==> src/rtl/frame_buf_sched.sv <==
// frame_buf_sched: triple-buffer frame scheduler between camera capture and display.
// Purpose: picks write, ready and read buffers, and drives the start/max addresses and reload pulses.
// Latency: 5 Clk cycles from a vsync edge to its load pulse. Addresses become valid on the first load cycle.
// Backpressure: none. Vsync events are never stalled. A pending frame that is overwritten is counted as dropped.
// Optional build macro FRAME_BUF_SCHED_STATS_EN enables the drop/repeat counters; without it both read 0.
module frame_buf_sched #(
  parameter int unsigned FRAME_SIZE  = 921600,
  parameter int unsigned BASE_ADDR   = 0,
  parameter int unsigned ADDR_W      = 24,
  parameter logic        VS_POL      = 1'b1,
  parameter int unsigned LOAD_CYCLES = 4
) (
  input  logic              Clk,
  input  logic              Rst_n,
  input  logic              En,
  input  logic              wr_vsync,
  input  logic              rd_vsync,
  output logic [ADDR_W-1:0] wr_addr,
  output logic [ADDR_W-1:0] wr_max_addr,
  output logic              wr_load,
  output logic [ADDR_W-1:0] rd_addr,
  output logic [ADDR_W-1:0] rd_max_addr,
  output logic              rd_load,
  output logic [1:0]        wr_idx,
  output logic [1:0]        rd_idx,
  output logic [1:0]        rdy_idx,
  output logic              rdy_valid,
  output logic [15:0]       drop_cnt,
  output logic [15:0]       rep_cnt
);

  // Buffer boundaries. Entry k is the start of buffer k, and entry k+1 is its max address.
  localparam logic [ADDR_W-1:0] BUF0_ADDR = ADDR_W'(BASE_ADDR);
  localparam logic [ADDR_W-1:0] BUF1_ADDR = ADDR_W'(BASE_ADDR + FRAME_SIZE);
  localparam logic [ADDR_W-1:0] BUF2_ADDR = ADDR_W'(BASE_ADDR + 2 * FRAME_SIZE);
  localparam logic [ADDR_W-1:0] BUF3_ADDR = ADDR_W'(BASE_ADDR + 3 * FRAME_SIZE);
  localparam logic [3:0]        LOAD_INIT = 4'(LOAD_CYCLES);
  localparam logic [2:0]        VS_IDLE   = {3{~VS_POL}};

  // Constant-multiply by buffer index, done as a 3-entry mux.
  function automatic logic [ADDR_W-1:0] buf_addr(input logic [1:0] idx, input logic upper);
    case (idx)
      2'd0:    return upper ? BUF1_ADDR : BUF0_ADDR;
      2'd1:    return upper ? BUF2_ADDR : BUF1_ADDR;
      2'd2:    return upper ? BUF3_ADDR : BUF2_ADDR;
      default: return BUF0_ADDR;
    endcase
  endfunction

  // Synchronizers. Bits [1:0] are the 2-flop synchronizer, and bit [2] is the edge register.
  logic [1:0] en_sync_q, en_sync_d;
  logic [2:0] wr_vs_q, wr_vs_d;
  logic [2:0] rd_vs_q, rd_vs_d;
  logic       en_on;
  logic       wr_edge, rd_edge;

  // Scheduler state.
  logic [1:0] wr_idx_q, wr_idx_d;
  logic [1:0] rd_idx_q, rd_idx_d;
  logic [1:0] rdy_idx_q, rdy_idx_d;
  logic       rdy_valid_q, rdy_valid_d;
  logic       wr_started_q, wr_started_d;
  logic       wr_evt_q, wr_evt_d;
  logic       rd_evt_q, rd_evt_d;
  logic       wr_fire_q, wr_fire_d;
  logic       rd_fire_q, rd_fire_d;

  // Output stage.
  logic [ADDR_W-1:0] wr_addr_q, wr_addr_d;
  logic [ADDR_W-1:0] wr_max_q, wr_max_d;
  logic [ADDR_W-1:0] rd_addr_q, rd_addr_d;
  logic [ADDR_W-1:0] rd_max_q, rd_max_d;
  logic [3:0]        wr_load_cnt_q, wr_load_cnt_d;
  logic [3:0]        rd_load_cnt_q, rd_load_cnt_d;

  assign en_on   = en_sync_q[1];
  assign wr_edge = (wr_vs_q[1] == VS_POL) && (wr_vs_q[2] != VS_POL);
  assign rd_edge = (rd_vs_q[1] == VS_POL) && (rd_vs_q[2] != VS_POL);

  // Shift the asynchronous inputs through their synchronizer chains.
  always_comb begin
    en_sync_d = {en_sync_q[0], En};
    wr_vs_d   = {wr_vs_q[1:0], wr_vsync};
    rd_vs_d   = {rd_vs_q[1:0], rd_vsync};
  end

  // Synchronizer registers. The vsync chains reset to the inactive level so no edge is seen out of reset.
  always_ff @(posedge Clk or negedge Rst_n) begin
    if (!Rst_n) begin
      en_sync_q <= 2'b00;
      wr_vs_q   <= VS_IDLE;
      rd_vs_q   <= VS_IDLE;
    end else begin
      en_sync_q <= en_sync_d;
      wr_vs_q   <= wr_vs_d;
      rd_vs_q   <= rd_vs_d;
    end
  end

  // Buffer rotation. A read is applied first, then a write is applied to the post-read indices.
  always_comb begin
    wr_idx_d     = wr_idx_q;
    rd_idx_d     = rd_idx_q;
    rdy_idx_d    = rdy_idx_q;
    rdy_valid_d  = rdy_valid_q;
    wr_started_d = wr_started_q;
    wr_evt_d     = en_on && wr_edge;
    rd_evt_d     = en_on && rd_edge;
    wr_fire_d    = wr_evt_q;
    rd_fire_d    = rd_evt_q;

    // Display takes the newest complete frame. Its old buffer becomes the spare.
    if (rd_evt_q && rdy_valid_q) begin
      rd_idx_d    = rdy_idx_q;
      rdy_idx_d   = rd_idx_q;
      rdy_valid_d = 1'b0;
    end

    // The first camera vsync only starts capture. Later ones publish the finished frame.
    if (wr_evt_q) begin
      if (!wr_started_q) begin
        wr_started_d = 1'b1;
      end else begin
        rdy_idx_d   = wr_idx_q;
        rdy_valid_d = 1'b1;
        wr_idx_d    = 2'd3 - rd_idx_d - wr_idx_q;
      end
    end

    // When disabled, all scheduler state returns to its reset values synchronously.
    if (!en_on) begin
      wr_idx_d     = 2'd0;
      rdy_idx_d    = 2'd1;
      rd_idx_d     = 2'd2;
      rdy_valid_d  = 1'b0;
      wr_started_d = 1'b0;
      wr_evt_d     = 1'b0;
      rd_evt_d     = 1'b0;
      wr_fire_d    = 1'b0;
      rd_fire_d    = 1'b0;
    end
  end

  // Scheduler registers.
  always_ff @(posedge Clk or negedge Rst_n) begin
    if (!Rst_n) begin
      wr_idx_q     <= 2'd0;
      rdy_idx_q    <= 2'd1;
      rd_idx_q     <= 2'd2;
      rdy_valid_q  <= 1'b0;
      wr_started_q <= 1'b0;
      wr_evt_q     <= 1'b0;
      rd_evt_q     <= 1'b0;
      wr_fire_q    <= 1'b0;
      rd_fire_q    <= 1'b0;
    end else begin
      wr_idx_q     <= wr_idx_d;
      rdy_idx_q    <= rdy_idx_d;
      rd_idx_q     <= rd_idx_d;
      rdy_valid_q  <= rdy_valid_d;
      wr_started_q <= wr_started_d;
      wr_evt_q     <= wr_evt_d;
      rd_evt_q     <= rd_evt_d;
      wr_fire_q    <= wr_fire_d;
      rd_fire_q    <= rd_fire_d;
    end
  end

  // Register addresses from indices, and start or restart load pulses alongside the new addresses.
  always_comb begin
    wr_addr_d     = buf_addr(wr_idx_q, 1'b0);
    wr_max_d      = buf_addr(wr_idx_q, 1'b1);
    rd_addr_d     = buf_addr(rd_idx_q, 1'b0);
    rd_max_d      = buf_addr(rd_idx_q, 1'b1);
    wr_load_cnt_d = (wr_load_cnt_q != 4'd0) ? wr_load_cnt_q - 4'd1 : 4'd0;
    rd_load_cnt_d = (rd_load_cnt_q != 4'd0) ? rd_load_cnt_q - 4'd1 : 4'd0;
    if (wr_fire_q) wr_load_cnt_d = LOAD_INIT;
    if (rd_fire_q) rd_load_cnt_d = LOAD_INIT;
    if (!en_on) begin
      wr_addr_d     = BUF0_ADDR;
      wr_max_d      = BUF1_ADDR;
      rd_addr_d     = BUF2_ADDR;
      rd_max_d      = BUF3_ADDR;
      wr_load_cnt_d = 4'd0;
      rd_load_cnt_d = 4'd0;
    end
  end

  // Output registers.
  always_ff @(posedge Clk or negedge Rst_n) begin
    if (!Rst_n) begin
      wr_addr_q     <= BUF0_ADDR;
      wr_max_q      <= BUF1_ADDR;
      rd_addr_q     <= BUF2_ADDR;
      rd_max_q      <= BUF3_ADDR;
      wr_load_cnt_q <= 4'd0;
      rd_load_cnt_q <= 4'd0;
    end else begin
      wr_addr_q     <= wr_addr_d;
      wr_max_q      <= wr_max_d;
      rd_addr_q     <= rd_addr_d;
      rd_max_q      <= rd_max_d;
      wr_load_cnt_q <= wr_load_cnt_d;
      rd_load_cnt_q <= rd_load_cnt_d;
    end
  end

`ifdef FRAME_BUF_SCHED_STATS_EN
  logic [15:0] drop_cnt_q, drop_cnt_d;
  logic [15:0] rep_cnt_q, rep_cnt_d;

  // Saturating statistics. A drop is a started write that lands on a still-pending frame after any same-cycle read.
  always_comb begin
    drop_cnt_d = drop_cnt_q;
    rep_cnt_d  = rep_cnt_q;
    if (rd_evt_q && !rdy_valid_q && (rep_cnt_q != 16'hFFFF))
      rep_cnt_d = rep_cnt_q + 16'd1;
    if (wr_evt_q && wr_started_q && rdy_valid_q && !rd_evt_q && (drop_cnt_q != 16'hFFFF))
      drop_cnt_d = drop_cnt_q + 16'd1;
    if (!en_on) begin
      drop_cnt_d = 16'd0;
      rep_cnt_d  = 16'd0;
    end
  end

  // Statistics registers.
  always_ff @(posedge Clk or negedge Rst_n) begin
    if (!Rst_n) begin
      drop_cnt_q <= 16'd0;
      rep_cnt_q  <= 16'd0;
    end else begin
      drop_cnt_q <= drop_cnt_d;
      rep_cnt_q  <= rep_cnt_d;
    end
  end

  assign drop_cnt = drop_cnt_q;
  assign rep_cnt  = rep_cnt_q;
`else
  assign drop_cnt = 16'd0;
  assign rep_cnt  = 16'd0;
`endif

  assign wr_addr     = wr_addr_q;
  assign wr_max_addr = wr_max_q;
  assign rd_addr     = rd_addr_q;
  assign rd_max_addr = rd_max_q;
  assign wr_load     = en_on && (wr_load_cnt_q != 4'd0);
  assign rd_load     = en_on && (rd_load_cnt_q != 4'd0);
  assign wr_idx      = wr_idx_q;
  assign rd_idx      = rd_idx_q;
  assign rdy_idx     = rdy_idx_q;
  assign rdy_valid   = rdy_valid_q;

endmodule

==> config.mk <==
export PLATFORM = sky130hd
export DESIGN_NAME = frame_buf_sched
export DESIGN_NICKNAME = d
export VERILOG_FILES = /design/src/rtl/frame_buf_sched.sv
export SDC_FILE = /design/constraint.sdc
export NUM_CORES = 1
export LEC_CHECK = 0
export ABC_AREA = 1
export CELL_PAD_IN_SITES_DETAIL_PLACEMENT = 1
export CELL_PAD_IN_SITES_GLOBAL_PLACEMENT = 2
export CORE_ASPECT_RATIO = 0.9
export CORE_MARGIN = 3
export CORE_UTILIZATION = 21
export CTS_CLUSTER_SIZE = 20
export DETAILED_ROUTE_END_ITERATION = 16
export PLACE_DENSITY_LB_ADDON = 0.1
export SYNTH_ARGS = -nofsm -noshare
export SYNTH_HDL_FRONTEND = slang
export SYNTH_SLANG_ARGS = --single-unit
==> constraint.sdc <==
create_clock -name Clk -period 1.82 [get_ports Clk]
set_clock_uncertainty 0.1 [all_clocks]
set_input_delay 0.364 -clock Clk [delete_from_list [all_inputs] [get_ports Clk]]
set_output_delay 0.364 -clock Clk [all_outputs]
set_load 0.1 [all_outputs]
==> results.py, run 1 <==
metrics = {
    "detailed_routing": {
        "routed_wl_um": 4710,
        "initialDrtViolationCount": 69,
        "drt-wirelength-per-cell_um": 10.0,
        "vias": 1455,
        "ant_nets": 0,
        "remaining_drc_errors": 0,
        "first_pass_iters": 2,
        "viasPerCell": 3.10,
    },
    "worst_setup_path": {
        "cp.buffers_inverters": 2,
        "start_kind": "register",
        "r2r-end": "wr_idx[1]",
        "ff2ff_path_depth": 9,
        "slowest_stage": "dfrtp_1",
        "crit_family": "flip-flops",
        "max_stage_delay_ps": 340,
        "r2r-start": "rdy_idx[0]",
        "crit_path_cell_trace": "inv_1 > ha_1 > a21oi_4 > buf_12",
        "crit_required_ps": 1360,
        "worstPathMaxFanout": 3,
        "cp.arrival_ps": 1300,
        "worstSetupEndpointType": "output pin",
        "r2r_setup_slack_ps": 240,
        "path_class": "reg2out",
    },
    "floorplan": {
        "die_area_sq_um": 13300,
        "die_w_um": 121,
        "die_h_um": 110,
        "rows": 37,
        "coreArea_sq_um": 11600,
        "start_util_pct": 21.8,
        "io_pins": 142,
    },
    "sta": {
        "period_share_pct": 96.9,
        "final-setup-viol-count": 0,
        "hold_viol": 0,
        "drv_slew": 0,
        "rsz0062_at_grt": "no",
        "clock.fmax_mhz": 567,
        "tns_ps": 0,
        "fin_crit_ps": 1760,
        "holdWs_ps": 253,
    },
    "final_layout": {
        "fill_cells": 1359,
        "diodes": 0,
        "drive_above_1_share_pct": 20.4,
        "finish.instance_area_sq_um": 3150,
        "multi_input_area_sq_um": 908,
        "syn_to_final_growth_pct": 25.2,
        "final-seq-area_sq_um": 1020,
        "finalNetCount": 329,
    },
    "power": {
        "pwr-share-clk_pct": 24.8,
        "ir_worst_vdd_v": 0.000318,
        "internal-power_mw": 1.69,
        "switching_share_pct": 49.8,
        "switchingPower_mw": 1.68,
        "seq_power_share_pct": 29.7,
        "p_leak_nw": 1.64,
        "powerDensity_nw_per_um2": 1070,
        "pwr-share-comb_pct": 45.4,
        "finalPower_mw": 3.37,
    },
    "clock_network": {
        "htree_levels": 2,
        "tritoncts": "done",
        "clk_latency_ps": 280,
        "cts-root-buf": "clkbuf_16",
        "cts-buffers-inserted": 5,
        "cts_setup_buffers": 0,
        "clockBufferDepth": 2,
        "cts_sinks": 40,
        "clkSlewWorstSetupHoldPaths_ps": 60,
    },
    "grt": {
        "globalRouteOverflowTotal": 0,
        "grt_max_degree": 41,
        "grt_util_all_layers_pct": 6.84,
        "first_global_vias": 1371,
        "grt_pass1_wl_um": 7090,
        "grt_antenna_before_repair": 0,
    },
    "yosys": {
        "async_reset_ff_share_pct": 100,
        "synth.most_common_cell": "buf_4",
        "yosys_warnings": 0,
        "synth_edf_count": 0,
        "yosys-top-cells-area": "buf_4 (35%), dfrtp_1 (31%), dfstp_2 (9.4%)",
        "ys_ff_latch": 40,
        "netlist_area_sq_um": 2520,
        "synth_common_cells": "buf_4 (116), dfrtp_1 (31), nand2_1 (29)",
        "yosysTopAreaCell": "buf_4",
        "ys_seq_area_share_pct": 40.2,
        "yosys.area.top_type_share_pct": 34.6,
        "post_synth.cell_area_avg_sq_um": 9.03,
        "ys_types": 21,
        "netlist_instances": 279,
        "synth-main-ff-cell": "dfrtp_1",
    },
    "placement": {
        "place.gp.congestion": 0.676,
        "hpwl_um": 3770,
        "port_buffers": 39,
        "post_dp_cell_area_sq_um": 3000,
    },
    "hold_path": {
        "hold_start": "wr_vs_q[0]",
        "holdPathEnd": "wr_vs_q[1]",
        "whs_path_depth": 0,
        "hp-class": "reg2reg",
    },
    "outcome": {
        "status": "complete, no violations",
    },
    "job": {
        "drv_cap": 0,
    },
}
area by class of cell:
class,instances,area share [%]
tap,156,6.19
clock inverter,1,0.159
clock buffer,7,4.21
multi-input combinational,194,28.8
timing repair buffer,44,25.0
sequential,40,32.2
inverter,28,3.41
per-stage QoR:
stage	instances	setup slack, ps	utilization [%]
6_report	470	56.2	27.2
5_1_grt	470	8.79	27.2
4_1_cts	470	13.1	27.2
3_5_place_dp	461	231	25.9
3_3_place_gp	461	262	25.9
2_1_floorplan	380	-132	-
worst register-to-register path, stage by stage (launching register included):
cell and delay (ps):
dfstp_2 560, inv_1 60, o21a_1 190, inv_1 50
ha_1 170, nand2_1 80, nand2_1 80, nand2_1 50
nand3_1 70, nand2_1 50
metal layers:
layer / routed length (um) / vias up / GRT usage, %
li1: - / 698 / -
met1: 1920 / 691 / 8.36
met2: 2380 / 64 / 11.4
met3: 388 / 2 / 2.67
met4: 26 / 0 / 1.68
met5: 0 / - / 0
what timing repair did:
item                                    4_1_cts  5_1_grt
endpoints found under the setup margin        0        2
gates resized for setup                       0        2
endpoints found under the hold margin        31        0
hold buffers                                  1        0
registers in the layout (all words and copies together) (netlist names):
| name | count |
|---|---|
| rdy_valid | 1 |
| rd_addr | 1 |
| wr_idx | 2 |
| rd_fire_q | 1 |
| rdy_idx | 2 |
| rd_vs_q | 3 |
| rd_max_addr | 5 |
| wr_load_cnt_q | 4 |
| rd_evt_q | 1 |
| wr_addr | 3 |
| wr_evt_q | 1 |
| rd_load_cnt_q | 4 |
| wr_vs_q | 3 |
| en_sync_q | 2 |
| wr_max_addr | 3 |
| wr_started_q | 1 |
| rd_idx | 2 |
| wr_fire_q | 1 |
how the worst max path moves through the flow:
stage                          start  cells past startpoint         to
floorplan                  rdy_valid                     11  wr_idx[1]
global placement          rdy_idx[0]                      9  wr_idx[1]
detailed placement          rd_evt_q                     11  wr_idx[1]
CTS                 wr_load_cnt_q[0]                      4    wr_load
global route        rd_load_cnt_q[0]                      4    rd_load
finish              rd_load_cnt_q[0]                      4    rd_load
cells by family (layout without fill, tap and decap cells):
| kind of cell | count (synthesis) | after routing | synth area share [%] |
|---|---|---|---|
| buf+inv | 146 | 80 | 39.5 |
| xor+xnor | 2 | 2 | 0.696 |
| compound gates | 16 | 16 | 3.78 |
| fa+ha+maj | 11 | 11 | 5.46 |
| flops | 40 | 40 | 40.2 |
| other cells | 1 | 102 | 0.149 |
| simple gates | 63 | 63 | 10.2 |
cell usage in the layout, fill, tap and decap left out:
cell type          n
o21a_1             2
inv_1             27
clkbuf_1           2
nand2_1           29
a21oi_4            2
or2_4              1
clkdlybuf4s50_1    3
dfstp_2            9
o211ai_1           1
a21oi_1            4
inv_4              1
nor2_1            21
conb_1           102
buf_12            36
dfrtp_2            3
buf_2              1
nand3_1           10
or2_2              1
xor2_1             2
nor3_1             1
buf_4              3
o21ai_0            7
clkbuf_16          5
dfrtp_1           28
ha_2               1
clkinv_2           1
ha_1              10
dlygate4sd3_1      1
power by group through the flow:
stage	sequential, mW	clock (mW)	combinational, mW
final	1.00	0.838	1.53
after global routing	1.01	0.925	1.60
after CTS	1.00	0.885	1.53
after detailed placement	1.02	0	1.53
after global placement	1.02	0	1.53
after floorplan	1.02	0	1.50
(Power assumes the default switching activity.)
==> inputs of run 2 (changes only) <==
--- a/config.mk
+++ b/config.mk
@@ -8,9 +8,9 @@
 export ABC_AREA = 1
 export CELL_PAD_IN_SITES_DETAIL_PLACEMENT = 1
 export CELL_PAD_IN_SITES_GLOBAL_PLACEMENT = 2
-export CORE_ASPECT_RATIO = 0.9
 export CORE_MARGIN = 3
 export CORE_UTILIZATION = 21
+export CTS_CLUSTER_DIAMETER = 120
 export CTS_CLUSTER_SIZE = 20
 export DETAILED_ROUTE_END_ITERATION = 16
 export PLACE_DENSITY_LB_ADDON = 0.1
==> results.py, run 2 (synthesized netlist as in run 1, its figures left out) <==
metrics = {
    "outcome": {
        "status": "complete, no violations",
    },
    "placement": {
        "dp.cells": 447,
        "hpwl_um": 3770,
        "port_buffers": 39,
        "post_dp_cell_area_sq_um": 2980,
        "place.gp.congestion": 0.695,
        "pre_cts_ws_ps": 147,
    },
    "power": {
        "powerDensity_nw_per_um2": 1120,
        "finalPower_mw": 3.55,
        "p_leak_nw": 1.66,
        "ir_worst_vdd_v": 0.000272,
    },
    "worst_setup_path": {
        "crit_required_ps": 1360,
        "max_stage_delay_ps": 340,
        "start_kind": "register",
        "cp.buffers_inverters": 2,
        "worstSetupEndpointType": "output pin",
        "crit_family": "flip-flops",
        "cp.arrival_ps": 1280,
        "worstPathMaxFanout": 3,
        "path_class": "reg2out",
        "slowest_stage": "dfrtp_1",
        "crit_path_cell_trace": "inv_1 > ha_2 > a21oi_4 > buf_12",
    },
    "detailed_routing": {
        "viasPerCell": 3.21,
        "drt-wirelength-per-cell_um": 10.2,
        "ant_nets": 0,
        "vias": 1467,
        "routed_wl_um": 4650,
        "remaining_drc_errors": 0,
        "first_pass_iters": 2,
        "initialDrtViolationCount": 21,
    },
    "final_layout": {
        "layout_common_cells": "conb_1 (102), buf_12 (36), nand2_1 (28), dfrtp_1 (28), inv_1 (27)",
        "finalNetCount": 329,
        "finish.instance_area_sq_um": 3170,
        "final_util_pct": 27.4,
        "final_common_cell": "conb_1",
        "fill_cells": 1332,
        "diodes": 0,
        "drive_above_1_share_pct": 21.7,
        "syn_to_final_growth_pct": 25.9,
        "final_cells": 457,
        "largest_reg_flops": 5,
    },
    "sta": {
        "holdWs_ps": 250,
        "rsz0062_at_grt": "no",
        "final-setup-viol-count": 0,
        "hold_viol": 0,
        "fin_crit_ps": 1740,
        "period_share_pct": 95.8,
        "tns_ps": 0,
        "setup_slack_ps": 76.9,
        "clock.fmax_mhz": 574,
        "drv_slew": 0,
    },
    "clock_network": {
        "cts-root-buf": "clkbuf_16",
        "clockBufferDepth": 2,
        "tritoncts": "done",
        "cts_sinks": 40,
        "clk_latency_ps": 280,
        "htree_levels": 2,
        "cts-buffers-inserted": 5,
        "clkSlewWorstSetupHoldPaths_ps": 60,
    },
    "grt": {
        "grt_max_degree": 26,
        "grt_pass1_wl_um": 7280,
        "globalRouteOverflowTotal": 0,
        "first_global_vias": 1417,
        "grt_antenna_before_repair": 0,
        "grt_util_all_layers_pct": 6.97,
    },
    "hold_path": {
        "hp-class": "reg2reg",
    },
    "floorplan": {
        "start_util_pct": 21.8,
        "rows": 39,
        "die_h_um": 116,
        "coreArea_sq_um": 11600,
        "die_area_sq_um": 13300,
        "die_w_um": 116,
        "io_pins": 142,
    },
    "job": {
        "drv_cap": 0,
    },
}
==> run 2: changes by cell type in the layout (fill, tap and decap cells not counted), sizes merged <==
| cell | change |
|---|---|
| bufinv | +1 |
| clkbuf | -2 |
| clkinvlp | +1 |
==> run 2: area by class of cell <==
class	instances	area [sq um]	share of cell area (%)
clock buffer	5	125	3.94
clock inverter	3	42.5	1.34
inverter	28	108	3.39
multi-input combinational	194	913	28.8
sequential	40	1020	32.0
tap	143	179	5.64
timing repair buffer	44	788	24.9
==> run 2: what timing repair did <==
action	in CTS	in global routing
setup endpoints to repair	1	3
hold buffers	1	0
setup buffers	0	1
resized for setup	0	4
endpoints found under the hold margin	11	0
pin swaps	1	2
==> run 2: power by group <==
group	leakage, nW	internal, mW	switching (mW)
Combinational	1.08	0.238	1.31
Sequential	0.498	0.963	0.0387
Clock	0.0798	0.644	0.350
Total	1.66	1.85	1.70
==> run 2: routing by layer <==
metal	wire length, um	part of all wire (%)	global-route usage [%]
met3	381	8.2	2.09
met4	29	0.62	2.35
met2	2260	49	11.3
met1	1980	43	8.83
met5	0	0	0
==> run 2: path summary, 6_finish.rpt <==
path	from	to	slack, ps	cells after the start
setup reg to reg	rdy_valid	wr_idx[1]	210	11
hold / removal	wr_vs_q[0]	wr_vs_q[1]	250	0
setup / recovery	rd_load_cnt_q[0]	rd_load	80	4
max in group asynchronous	Rst_n	rd_idx[1]	610	3
hold reg to reg	wr_vs_q[0]	wr_vs_q[1]	250	0
min in group asynchronous	Rst_n	rd_load_cnt_q[0]	460	2
==> run 2: worst register-to-register path, stage by stage, from the launching register on <==
cell	delay, ps
dfrtp_2	430
nand2_2	110
nand2_1	80
o21a_1	140
inv_1	50
ha_1	200
nand2_1	100
inv_1	50
nor2_1	80
nand2_1	60
nand3_1	70
nand2_1	50
